<file path="src/rtl/mash_dac_pkg.sv">
// mash_dac_pkg: shared MASH DAC width default, frame length and signed-to-offset code mapping
package mash_dac_pkg;
  localparam int DEF_DAC_BW = 4;
  function automatic int frame_len(input int bw);
    return (1 << bw) - 1;
  endfunction
  function automatic logic [15:0] signed_to_offset(input logic [15:0] c, input int bw);
    return c ^ (16'd1 << (bw - 1));
  endfunction
endpackage

</file>
<file path="src/rtl/mash_pwm_out_counter.sv">
// pwm_frame_counter: free-running PWM slot counter with frame_end and registered frame_start
module pwm_frame_counter #(
  parameter int W   = 4,
  parameter int LEN = 15
) (
  input  logic         i_clk,
  input  logic         i_rst_n,
  output logic [W-1:0] o_slot_nxt,
  output logic         o_frame_end,
  output logic         o_frame_start
);
  logic [W-1:0] r_slot;
  logic         r_frame_start;
  assign o_frame_end   = r_slot == W'(LEN - 1);
  assign o_slot_nxt    = o_frame_end ? '0 : r_slot + 1'b1;
  assign o_frame_start = r_frame_start;
  // Resetting to the last slot makes the first edge after release open frame 0.
  always_ff @(posedge i_clk or negedge i_rst_n) begin
    if (!i_rst_n) begin
      r_slot        <= W'(LEN - 1);
      r_frame_start <= 1'b0;
    end else begin
      r_slot        <= o_slot_nxt;
      r_frame_start <= o_frame_end;
    end
  end
endmodule

</file>
<file path="src/rtl/mash_pwm_out.sv">
// mash_pwm_out: one-deep buffered AXI-Stream MASH code to edge-aligned PWM frame output stage
module mash_pwm_out
  import mash_dac_pkg::*;
#(
  parameter int DAC_BW = DEF_DAC_BW
) (
  input  logic              aclk,
  input  logic              arst_n,
  input  logic [DAC_BW-1:0] s_axis_data_tdata,
  input  logic              s_axis_data_tvalid,
  output logic              s_axis_data_tready,
  output logic              pwm_out,
  output logic              frame_start,
  output logic              underrun
);
  localparam int                FL  = frame_len(DAC_BW);
  localparam logic [DAC_BW-1:0] MID = DAC_BW'(1 << (DAC_BW - 1));
  logic [DAC_BW-1:0] w_slot_nxt, w_code, w_active_nxt;
  logic              w_frame_end, w_xfer, w_load;
  logic [DAC_BW-1:0] r_buf_code, r_active;
  logic              r_buf_valid, r_pwm, r_underrun, r_first;
  pwm_frame_counter #(.W(DAC_BW), .LEN(FL)) u_cnt (
    .i_clk        (aclk),
    .i_rst_n      (arst_n),
    .o_slot_nxt   (w_slot_nxt),
    .o_frame_end  (w_frame_end),
    .o_frame_start(frame_start)
  );
  assign w_code             = DAC_BW'(signed_to_offset(16'(s_axis_data_tdata), DAC_BW));
  assign s_axis_data_tready = !r_buf_valid || w_frame_end;
  assign w_xfer             = s_axis_data_tvalid && s_axis_data_tready;
  assign w_load             = w_frame_end && r_buf_valid;
  assign w_active_nxt       = w_load ? r_buf_code : r_active;
  assign pwm_out            = r_pwm;
  assign underrun           = r_underrun;
  always_ff @(posedge aclk or negedge arst_n) begin
    if (!arst_n) begin
      r_buf_code  <= '0;
      r_buf_valid <= 1'b0;
      r_active    <= MID;
      r_pwm       <= 1'b0;
      r_underrun  <= 1'b0;
      r_first     <= 1'b1;
    end else begin
      if (w_xfer) begin
        r_buf_code  <= w_code;
        r_buf_valid <= 1'b1;
      end else if (w_load) begin
        r_buf_valid <= 1'b0;
      end
      r_active   <= w_active_nxt;
      r_pwm      <= w_slot_nxt < w_active_nxt;
      r_underrun <= w_frame_end && !r_buf_valid && !r_first;
      r_first    <= 1'b0;
    end
  end
endmodule

</file>
<file path="config.mk">
export PLATFORM = sky130hd
export DESIGN_NAME = mash_pwm_out
export DESIGN_NICKNAME = d
export VERILOG_FILES = /design/src/rtl/mash_dac_pkg.sv /design/src/rtl/mash_pwm_out_counter.sv /design/src/rtl/mash_pwm_out.sv
export SDC_FILE = /design/constraint.sdc
export NUM_CORES = 1
export LEC_CHECK = 0
export CORE_MARGIN = 2
export CORE_UTILIZATION = 35
export CTS_CLUSTER_SIZE = 12
export DETAILED_ROUTE_END_ITERATION = 16
export GPL_ROUTABILITY_DRIVEN = 0
export MAX_ROUTING_LAYER = met4
export PLACE_DENSITY = 0.69
export SETUP_SLACK_MARGIN = 0.2
export SKIP_CTS_REPAIR_TIMING = 1
export SLEW_MARGIN = 40
export SYNTH_ARGS = -nofsm -noshare
export SYNTH_HDL_FRONTEND = slang
export SYNTH_HIERARCHICAL = 1
export SYNTH_SLANG_ARGS = --single-unit
</file>
<file path="constraint.sdc">
create_clock -name aclk -period 2.17 [get_ports aclk]
set_input_delay 0.3255 -clock aclk [delete_from_list [all_inputs] [get_ports aclk]]
set_output_delay 0.3255 -clock aclk [all_outputs]
set_load 0.02 [all_outputs]
</file>
==> impl_metrics.yaml <==
finish:
  final_util_pct: 50.3
  area_growth_pct: 35.4
  nNetsFinal: 85
  instances_no_fill: 101
  num_antenna_cells: 0
  drive_above_1_share_pct: 43.2
grt:
  antenna_found_initial: 0
  grt_util_met3_pct: 2.76
  overflow: 0
  grt_max_degree: 18
  met1_usage_pct: 13.1
  grt_pass1_wl_um: 1810
  track_usage_pct: 10.5
  met2_usage_pct: 15.1
  grt_pass1_vias: 422
  grt.busiest_layer: "met2"
sta:
  holdWs_ns: 0.478
  setup_viol: 0
  period_needed_ns: 2.09
  post-route-period-util_pct: 96.4
  fin_setup_tns_ns: 0
  hold_violations: 0
  max_freq_mhz: 478
  rsz0062_at_grt: "true"
  slew_violations: 0
  clock_skew_ns: 0.00200
placement:
  io_buffers: 10
  dp.cells: 92
  dpl.hpwl_um: 829
critical_path:
  r2r_cells: 9
  cp_slowest_cell: "dfstp_2"
  path_cells: "nand2_4 -> nor3b_4 -> nand2_2 -> mux2_4 -> inv_4 -> ha_4 -> a21oi_4 -> nor3b_2 -> a21bo_2"
  worstReg2RegStart: "u_cnt/r_slot[1]$_DFF_PN1_"
  cp-end-kind: "flip-flop"
  critPathMaxFanout: 4
  cp_num_buf_inv: 1
  cp_num_cells: 9
  r2r_end: "pwm_out$_DFF_PN0_"
  start_kind: "flip-flop"
  critPathArrivalTime_ns: 2.32
  ff2ff_setup_slack_ns: 0.08
  cp.required_ns: 2.40
  crit_path_max_incr_delay_ns: 0.58
  crit_start: "u_cnt/r_slot[1]$_DFF_PN1_"
  critical_path_class: "flip-flop to flip-flop"
  crit_end: "pwm_out$_DFF_PN0_"
  cpLargestDelayFamily: "simple AND/OR/NAND/NOR gates"
power_and_ir_drop:
  leakage_nw: 0.431
  p_total_uw: 612
  powerDensity_mw_per_mm2: 627
  max-vdd-ir-drop_mv: 0.411
route:
  route.detailed.drc: 0
  vias_per_cell: 4.65
  ant_nets: 0
  wl_per_cell_um: 11.6
  wl_um: 1180
  drtIter0Drc: 2
  drt-pass1-iter-count: 3
  vias: 470
cts:
  worst_skew_pair.late_latency_ns: 0.28
  clock-sinks: 17
  cts-root-buf: "clkbuf_4"
  cts_tree: "built"
  h-tree-depth: 1
  clockBufferDepth: 2
  clk_pin_slew_ns: 0.09
  cts_buffers: 3
floorplanning:
  core_sq_mm: 0.00194
  row_count: 16
  die_x_um: 49.4
  ios: 11
  dieArea_sq_mm: 0.00244
  initial_utilization_pct: 37.1
  fp.dieH_um: 49.4
logic_synthesis:
  synth_area_per_cell_sq_um: 13.3
  synth_cells: 54
  ys.warnings.count: 6
  ys_seq_area_share_pct: 59.9
  ys_seq_elements: 17
  synth_nets: 64
  synth_cell_type_count: 22
  syn_area_sq_um: 721
hold_path:
  hp-class: "input pin to asynchronous set/reset pin"
outcome:
  status: "completed"
flow_run:
  drv_cap: 0
==> layout make-up <==
class | instances | area [sq um]
clock buffer | 4 | 26.3
fill | 194 | 966
timing repair buffer | 16 | 138
tap | 27 | 33.8
sequential | 17 | 432
multi-input combinational | 34 | 333
inverter | 3 | 13.8
==> worst register-to-register path, delay by kind of cell (launching register included) <==
| family | cells | cell delay, ns |
|---|---|---|
| mux | 1 | 0.34 |
| simple gates | 4 | 0.63 |
| flops | 1 | 0.58 |
| fa+ha+maj | 1 | 0.20 |
| compound gates | 2 | 0.24 |
| buf+inv | 1 | 0.06 |
==> stage by stage <==
| stage | instance area (sq um) | setup slack, ns |
|---|---|---|
| floorplan | 751 | 0.189 |
| global placement | 892 | 0.0422 |
| detailed placement | 892 | 0.00626 |
| CTS | 918 | -0.186 |
| global route | 976 | -0.0433 |
| finish | 976 | 0.0772 |
==> report_power, final <==
part / internal (mW) / switching, mW / total, mW
logic: 0.0549 / 0.0398 / 0.0947
clock network: 0.0713 / 0.0892 / 0.161
registers: 0.346 / 0.0105 / 0.357
total: 0.472 / 0.139 / 0.612
==> how the worst min path moves through the flow <==
stage	slack, ns	to	depth (start not counted)	startpoint
2_1_floorplan	0.03	pwm_out$_DFF_PN0_	0	arst_n
3_3_place_gp	0.47	underrun$_DFF_PN0_	1	r_buf_valid$_DFFE_PN0P_
3_5_place_dp	0.48	underrun$_DFF_PN0_	1	r_buf_valid$_DFFE_PN0P_
4_1_cts	0.48	underrun$_DFF_PN0_	1	r_buf_valid$_DFFE_PN0P_
5_1_grt	0.50	pwm_out$_DFF_PN0_	2	arst_n
6_report	0.48	u_cnt/r_slot[0]$_DFF_PN0_	2	arst_n
==> Yosys cell counts <==
cell	instances	area (sq um)
nor2b_1	1	6.26
and2b_1	1	7.51
conb_1	1	3.75
dfrtp_1	12	300
inv_1	3	11.3
mux2_1	1	11.3
nor2_1	1	3.75
a22o_1	1	8.76
mux2_4	1	15.0
o21ai_0	2	10.0
mux2_2	6	67.6
nand2_2	3	18.8
mux2i_1	1	10.0
nand2_1	1	3.75
a31oi_1	2	12.5
or2b_1	1	7.51
ha_1	3	37.5
nor3b_1	3	22.5
nand2b_1	1	6.26
dfstp_2	5	131
a21oi_1	3	15.0
a21bo_2	1	10.0
==> cells by family after synthesis <==
group | after synthesis | synth area share (%)
flops | 17 | 59.9
simple gates | 12 | 10.6
compound gates | 9 | 7.81
mux | 9 | 14.4
buf+inv | 3 | 1.56
fa+ha+maj | 3 | 5.21
other cells | 1 | 0.520
==> registers in the layout (all words and copies together) (netlist names) <==
name / flops
pwm_out: 1
r_buf_code: 4
u_cnt/r_slot: 4
underrun: 1
r_buf_valid: 1
u_cnt/o_frame_start: 1
r_first: 1
r_active: 4
==> metal layers <==
metal | up-vias | part of all wire (%)
li1 | 227 | -
met1 | 234 | 43
met2 | 7 | 53
met3 | 2 | 2.6
met4 | 0 | 1.2
met5 | - | 0
==> layout by cell type (no fill, tap or decap), types with 2 or more instances in the layout <==
cell type / Yosys / routed
dfrtp_1: 12 / 12
clkdlybuf4s50_1: 0 / 8
buf_4: 0 / 5
dfstp_2: 5 / 5
mux2_2: 6 / 4
mux2_4: 1 / 3
clkbuf_4: 0 / 3
nand2_2: 3 / 2
inv_1: 3 / 2
a21oi_1: 3 / 2
a31oi_1: 2 / 2
(Power assumes the default switching activity.)
==> edit 1 (config.mk and constraints unchanged) <==
Set the package constant `DEF_DAC_BW` to 6 (it was 4).
--- a/src/rtl/mash_dac_pkg.sv
+++ b/src/rtl/mash_dac_pkg.sv
@@ -1,6 +1,6 @@
 // mash_dac_pkg: shared MASH DAC width default, frame length and signed-to-offset code mapping
 package mash_dac_pkg;
-  localparam int DEF_DAC_BW = 4;
+  localparam int DEF_DAC_BW = 6;
   function automatic int frame_len(input int bw);
     return (1 << bw) - 1;
   endfunction
Ports: changed (resized s_axis_data_tdata); port bits go from 11 to 13. No check against the original RTL was run, so the function may have changed too.
==> edit 1 against the unedited design <==
- the run now ends with DRC left
- cell area grew 41%
- clock skew grew 0.0053 ns
- largest cell class unchanged
- combinational power shrank 73%
- sequential cell count grew 6
- area after synthesis grew 47%
- final cell count grew 36%
- via count grew 39%
- count of clock-buffer cells in the layout shrank 1
- sequential power grew 21%
- maximum frequency grew 4.3%
- total power grew 6.8%
- sequential share of layout area shrank 1.6 points
- wire length grew 49%
- worst setup slack gained 0.086 ns
==> edit 1: results (changes against the unedited design) <==
Power and ir drop:
- The power in the clock group is 197 µW (+22%).
- The dominant power group in this design is sequential cells.
- The fraction of power spent switching nets was 21.4% (-1.4 points).
- The leakage power summed over all cells is 0.662 nW (+54%).
- The worst supply voltage drop on vdd is 0.327 mV (-20%).
- The sequential-cell power consumption is 431 µW (+21%).

Critical path:
- The largest fanout of any net on the critical path is 5 (+1).
- The most critical setup path has its startpoint at u_cnt/r_slot[1]$_DFF_PN1_.
- The arrival time of the worst setup path is 2.24 ns (-0.08 ns).

Hold path:
- The path class of the tightest hold or removal check is input port to async pin.

Cells and area:
- The antenna cell count is 0 (unchanged).
- The layout cell share with drive strength beyond 1 is 40.6% (-2.7 points).
- The layout filler cell count is 259 (+34%).
- The largest registers in the layout are r_active: 6 flops, r_buf_code: 6 flops, u_cnt/r_slot: 6 flops.
- The number of nets in the layout came to 123 (+45%).

Global routing:
- The largest net degree at the start of global routing came to 24 (+6).
- The number of global-route vias before repair is 695 (+65%).
- The all-layer global routing usage is 11.6% (+1.0 points).
- The global-route wire length before repair is 2990 µm (+65%).
- The initial antenna violation count was 0 (unchanged).

Clock tree:
- The maximum level of the CTS H-tree is 1 (unchanged).
- The insertion delay of the later-clocked pin in the worst-skew pair came to 0.31 ns (+0.03 ns).
- The clock-pin transition on the worst setup and hold timing paths came to 0.13 ns (+0.04 ns).
- The TritonCTS buffer count is 3 (unchanged).
- The maximum count of clock buffers along a single path is 2 (unchanged).
- The tree is rooted in a clkbuf_4.

Synth:
- The warning count from the yosys run is 6 (unchanged).
- By area the synthesized netlist is led by dfrtp_1, dfstp_2, ha_1, mux2_4, mux2i_1.
- The commonest cells after synthesis are dfrtp_1, dfstp_2, ha_1, nor2_1, inv_1.
- The compound-gate portion of the synthesized area is 5.81% (-2.0 points).
- The net count after synthesis is 100 (+56%).
- The fraction of the yosys area taken by sequential cells is 55.3% (-4.6 points).
- The arithmetic-cell share of the synthesized area counting full adders, half adders and majority gates came to 8.29% (+3.1 points).
- The number of distinct library cells after synthesis is 27 (+23%).
- The post-synthesis xor/xnor area fraction is 2.49% (+2.5 points).
- The multiplexer share of the synthesized area came to 12.1% (-2.3 points).
- The share of flip-flops with an asynchronous set or reset is 100% (unchanged).

Status:
- The flow ran to the end, but the final reports show violations.
- The checks that failed: DRC.

Placement:
- The port buffer count came to 12 (+2).
- The worst-case setup slack after placement is 0.114 ns (+0.108 ns).
- The half-perimeter wire length after placement is 1310 µm (+58%).

Route:
- The DRC violation count after routing is 1 (+1).
- The violation count after the first detailed-routing iteration is 7 (+5).
- The routed via count is 653 (+39%).
- The first-pass iteration count of the detailed router is 10 (+7).
- The average wire per cell in the routed design was 12.8 µm (+9.8%).

Timing:
- The setup skew after layout is 0.00728 ns (+0.00528 ns).
- For the pin with the worst max-slew slack, the measured transition is 0.547 ns.
[edit 1: final cells by class]
cell class	count	area, µm²	share of cell area, %
inverter	6	25.0	1.82
multi-input combinational	55	528	38.5
tap	31	38.8	2.83
sequential	23	584	42.6
timing repair buffer	18	168	12.2
clock buffer	3	22.5	1.64
clock inverter	1	5.00	0.365
[edit 1: worst paths after layout]
kind,endpoint,slack (ns),cells after the start
hold / removal,r_buf_valid$_DFFE_PN0P_,0.35,2
max in group asynchronous,u_cnt/r_slot[4]$_DFF_PN1_,1.53,2
hold reg to reg,r_active[4]$_DFF_PN0_,0.51,2
min in group aclk,r_active[4]$_DFF_PN0_,0.51,2
setup / recovery,pwm_out$_DFF_PN0_,0.16,10
setup reg to reg,pwm_out$_DFF_PN0_,0.16,10
[edit 1: worst max-delay path, stage by stage, from the launching register on]
cell and delay, ns:
dfstp_2 0.60, ha_4 0.16, nand2_4 0.05, nor2_4 0.13, nand2_4 0.10, mux2_4 0.32
inv_2 0.07, ha_4 0.20, nor2_4 0.10, nor3_2 0.04, a21oi_1 0.15
[edit 1: per-stage QoR]
step	util [%]	total power [mW]	instances	instance area (µm²)
finish	48.9	0.653	137	1370
detailed placement	45.4	0.465	130	1270
global placement	45.4	0.464	130	1270
global route	48.9	0.680	137	1370
CTS	46.3	0.664	134	1300
floorplan	-	0.439	84	1090
[edit 1: metal layers]
metal | wire (µm) | global-route usage [%] | vias to the layer above | share of wire (%)
met4 | 24 | 3.90 | 0 | 1.4
li1 | - | - | 325 | -
met3 | 44 | 1.98 | 2 | 2.5
met1 | 760 | 12.9 | 317 | 43
met5 | 0 | - | - | 0
met2 | 922 | 20.8 | 9 | 53
==> edit 2 (same flow settings) <==
Made on the original files. Make the reset (`arst_n` and `i_rst_n`) synchronous in 2 clocked blocks.
--- a/src/rtl/mash_pwm_out_counter.sv
+++ b/src/rtl/mash_pwm_out_counter.sv
@@ -15,7 +15,7 @@
   assign o_slot_nxt    = o_frame_end ? '0 : r_slot + 1'b1;
   assign o_frame_start = r_frame_start;
   // Resetting to the last slot makes the first edge after release open frame 0.
-  always_ff @(posedge i_clk or negedge i_rst_n) begin
+  always_ff @(posedge i_clk) begin
     if (!i_rst_n) begin
       r_slot        <= W'(LEN - 1);
       r_frame_start <= 1'b0;
--- a/src/rtl/mash_pwm_out.sv
+++ b/src/rtl/mash_pwm_out.sv
@@ -33,7 +33,7 @@
   assign w_active_nxt       = w_load ? r_buf_code : r_active;
   assign pwm_out            = r_pwm;
   assign underrun           = r_underrun;
-  always_ff @(posedge aclk or negedge arst_n) begin
+  always_ff @(posedge aclk) begin
     if (!arst_n) begin
       r_buf_code  <= '0;
       r_buf_valid <= 1'b0;
Formal check against the unedited RTL: differs if arst_n is asserted again (counterexample within 4 cycles, from zero or initial values and one cycle with arst_n low); with arst_n held inactive, the same outputs for 10 cycles.
==> edit 2 against the unedited design <==
- clock skew rose by 0.0016 ns
- sequential cell count did not move
- worst hold slack got worse by 0.064 ns
- area after synthesis fell by 2.1%
- die area fell by 1.9%
- critical endpoint is now pwm_out$_SDFF_PN0_
- wire length rose by 13%
- sequential share of layout area fell by 5.1 points
- worst setup slack improved by 0.26 ns
- largest cell class is now multi-input gates
- cell area fell by 8.8%
Power is not compared: it rests on default switching activity, and its combinational part moved more than twofold at a synthesized area within 25%.
==> edit 2: results (changes against the unedited design) <==
Status:
- The flow ran to the end, and the final reports show no timing, DRC or antenna violations.

Synth:
- The warning count from the yosys run is 6 (unchanged).
- By area the synthesized netlist is led by dfxtp_1, mux2i_1, ha_1, a21oi_1, o21ai_0.
- The net count after synthesis is 82 (+28%).
- After synthesis, the most frequently instantiated cells are dfxtp_1, a21oi_1.
- The number of distinct library cells after synthesis is 28 (+27%).
- The share of flip-flops with an asynchronous set or reset is 0% (-100 points).
- In the synthesized netlist the dominant register cell turns out to be dfxtp_1.
- The fraction of the yosys area taken by sequential cells is 48.2% (-12 points).

Global routing:
- The number of global-route vias before repair is 504 (+19%).
- The all-layer global routing usage is 11.9% (+1.4 points).
- The global-route wire length before repair came to 2110 µm (+16%).
- The largest net degree at the start of global routing is 11 (-7).
- The initial antenna violation count is 0 (unchanged).

Critical path:
- The largest fanout of any net on the critical path is 10 (+6).
- The arrival time of the worst setup path is 2.03 ns (-0.29 ns).

Cells and area:
- The largest registers in the layout are r_active: 4 flops, r_buf_code: 4 flops, u_cnt/r_slot: 4 flops.
- The number of nets in the layout is 97 (+14%).
- The layout filler cell count was 200 (+3.1%).
- The layout cell share with drive strength beyond 1 is 19.8% (-23 points).
- The antenna cell count is 0 (unchanged).

Placement:
- The half-perimeter wire length after placement is 955 µm (+15%).
- The port buffer count was 10 (unchanged).
- The worst-case setup slack after placement was 0.150 ns (+0.143 ns).

Clock tree:
- After clock tree synthesis, the clock-pin slew on the worst setup and hold paths is 0.10 ns.
- The maximum count of clock buffers along a single path is 2 (unchanged).
- The root buffer cell is clkbuf_4.
- The TritonCTS buffer count is 3 (unchanged).
- The insertion delay of the later-clocked pin in the worst-skew pair came to 0.28 ns (about the same).

Route:
- The via density per instance is 5.02 (+7.8%).
- The violation count after the first detailed-routing iteration is 6 (+4).
- The first-pass iteration count of the detailed router is 4 (+1).
- The sum of routed wire length over all layers is 1330 µm (+13%).

Power and ir drop:
- The worst supply voltage drop on vdd is 0.362 mV.
- Net switching is 31.6% of the power.

Timing:
- The time the final worst path needs with I/O delays and setup is 1.84 ns (-0.257 ns).
- The setup skew after layout was 0.00358 ns (+0.00158 ns).
- The worst hold slack across all endpoints is 0.414 ns (-0.0639 ns).

Hold path:
- The path type of the worst min-delay path is flip-flop to flip-flop.
==> edit 2: cell types whose count changed in the layout (fill, tap and decap cells not counted), moves of 4 or more <==
cell | unedited run | this run
a21oi_1 | 2 | 6
buf_4 | 5 | 1
dfrtp_1 | 12 | 0
dfstp_2 | 5 | 0
dfxtp_1 | 0 | 13
mux2_2 | 4 | 0
==> edit 2: area by class of cell <==
type	instances	share of cell area [%]
repair buffers	11	12.4
well taps	27	3.80
clock inverters	1	0.563
multi-input cells	49	39.5
inverters	5	2.11
flip-flops and latches	17	39.1
clock buffers	3	2.53
==> edit 2: final timing paths <==
path,cells past startpoint,start,end
worst min-delay path,1,r_first$_DFF_P_,underrun$_SDFF_PN0_
worst max-delay path,7,u_cnt/r_slot[1]$_SDFF_PN1_,pwm_out$_SDFF_PN0_
worst max register to register,7,u_cnt/r_slot[1]$_SDFF_PN1_,pwm_out$_SDFF_PN0_
worst min register to register,1,r_first$_DFF_P_,underrun$_SDFF_PN0_
==> edit 2: kinds of logic (layout without fill, tap and decap cells) <==
logic type / after synthesis / count (layout) / share of synthesized area [%]
buf+inv: 6 / 20 / 3.72
fa+ha+maj: 3 / 3 / 5.32
compound gates: 21 / 21 / 19.7
mux: 4 / 4 / 5.67
simple gates: 21 / 21 / 17.4
flops: 17 / 17 / 48.2
==> edit 2: critical path: stages, from the launching register on <==
cell	delay, ns
dfxtp_4	0.39
and4b_2	0.27
nand2_2	0.14
mux2i_2	0.26
ha_1	0.27
nand2_1	0.09
nand2_1	0.07
o41ai_2	0.27
==> edit 2: power by group through the flow <==
stage	clock network, mW	logic [mW]	registers (mW)
2_1_floorplan	0	0.158	0.393
3_3_place_gp	0	0.219	0.393
3_5_place_dp	0	0.227	0.393
4_1_cts	0.171	0.227	0.386
5_1_grt	0.195	0.271	0.400
6_report	0.167	0.246	0.392
==> edit 2: through the flow <==
step / cell area (µm²) / std cells / setup TNS (ns)
after detailed placement: 832 / 108 / 0
after CTS: 860 / 112 / -0.102
after global placement: 832 / 108 / 0
after global routing: 890 / 113 / 0
final: 890 / 113 / 0
after floorplan: 706 / 72 / 0
==> edit 2: per-layer routing <==
metal  track usage, %  part of all wire, %  up-vias
met4             8.57                  2.2        0
met5                -                    0        -
met2             17.4                   46        7
met1             14.9                   51      271
li1                 -                    -      287
met3             1.84                  1.4        2
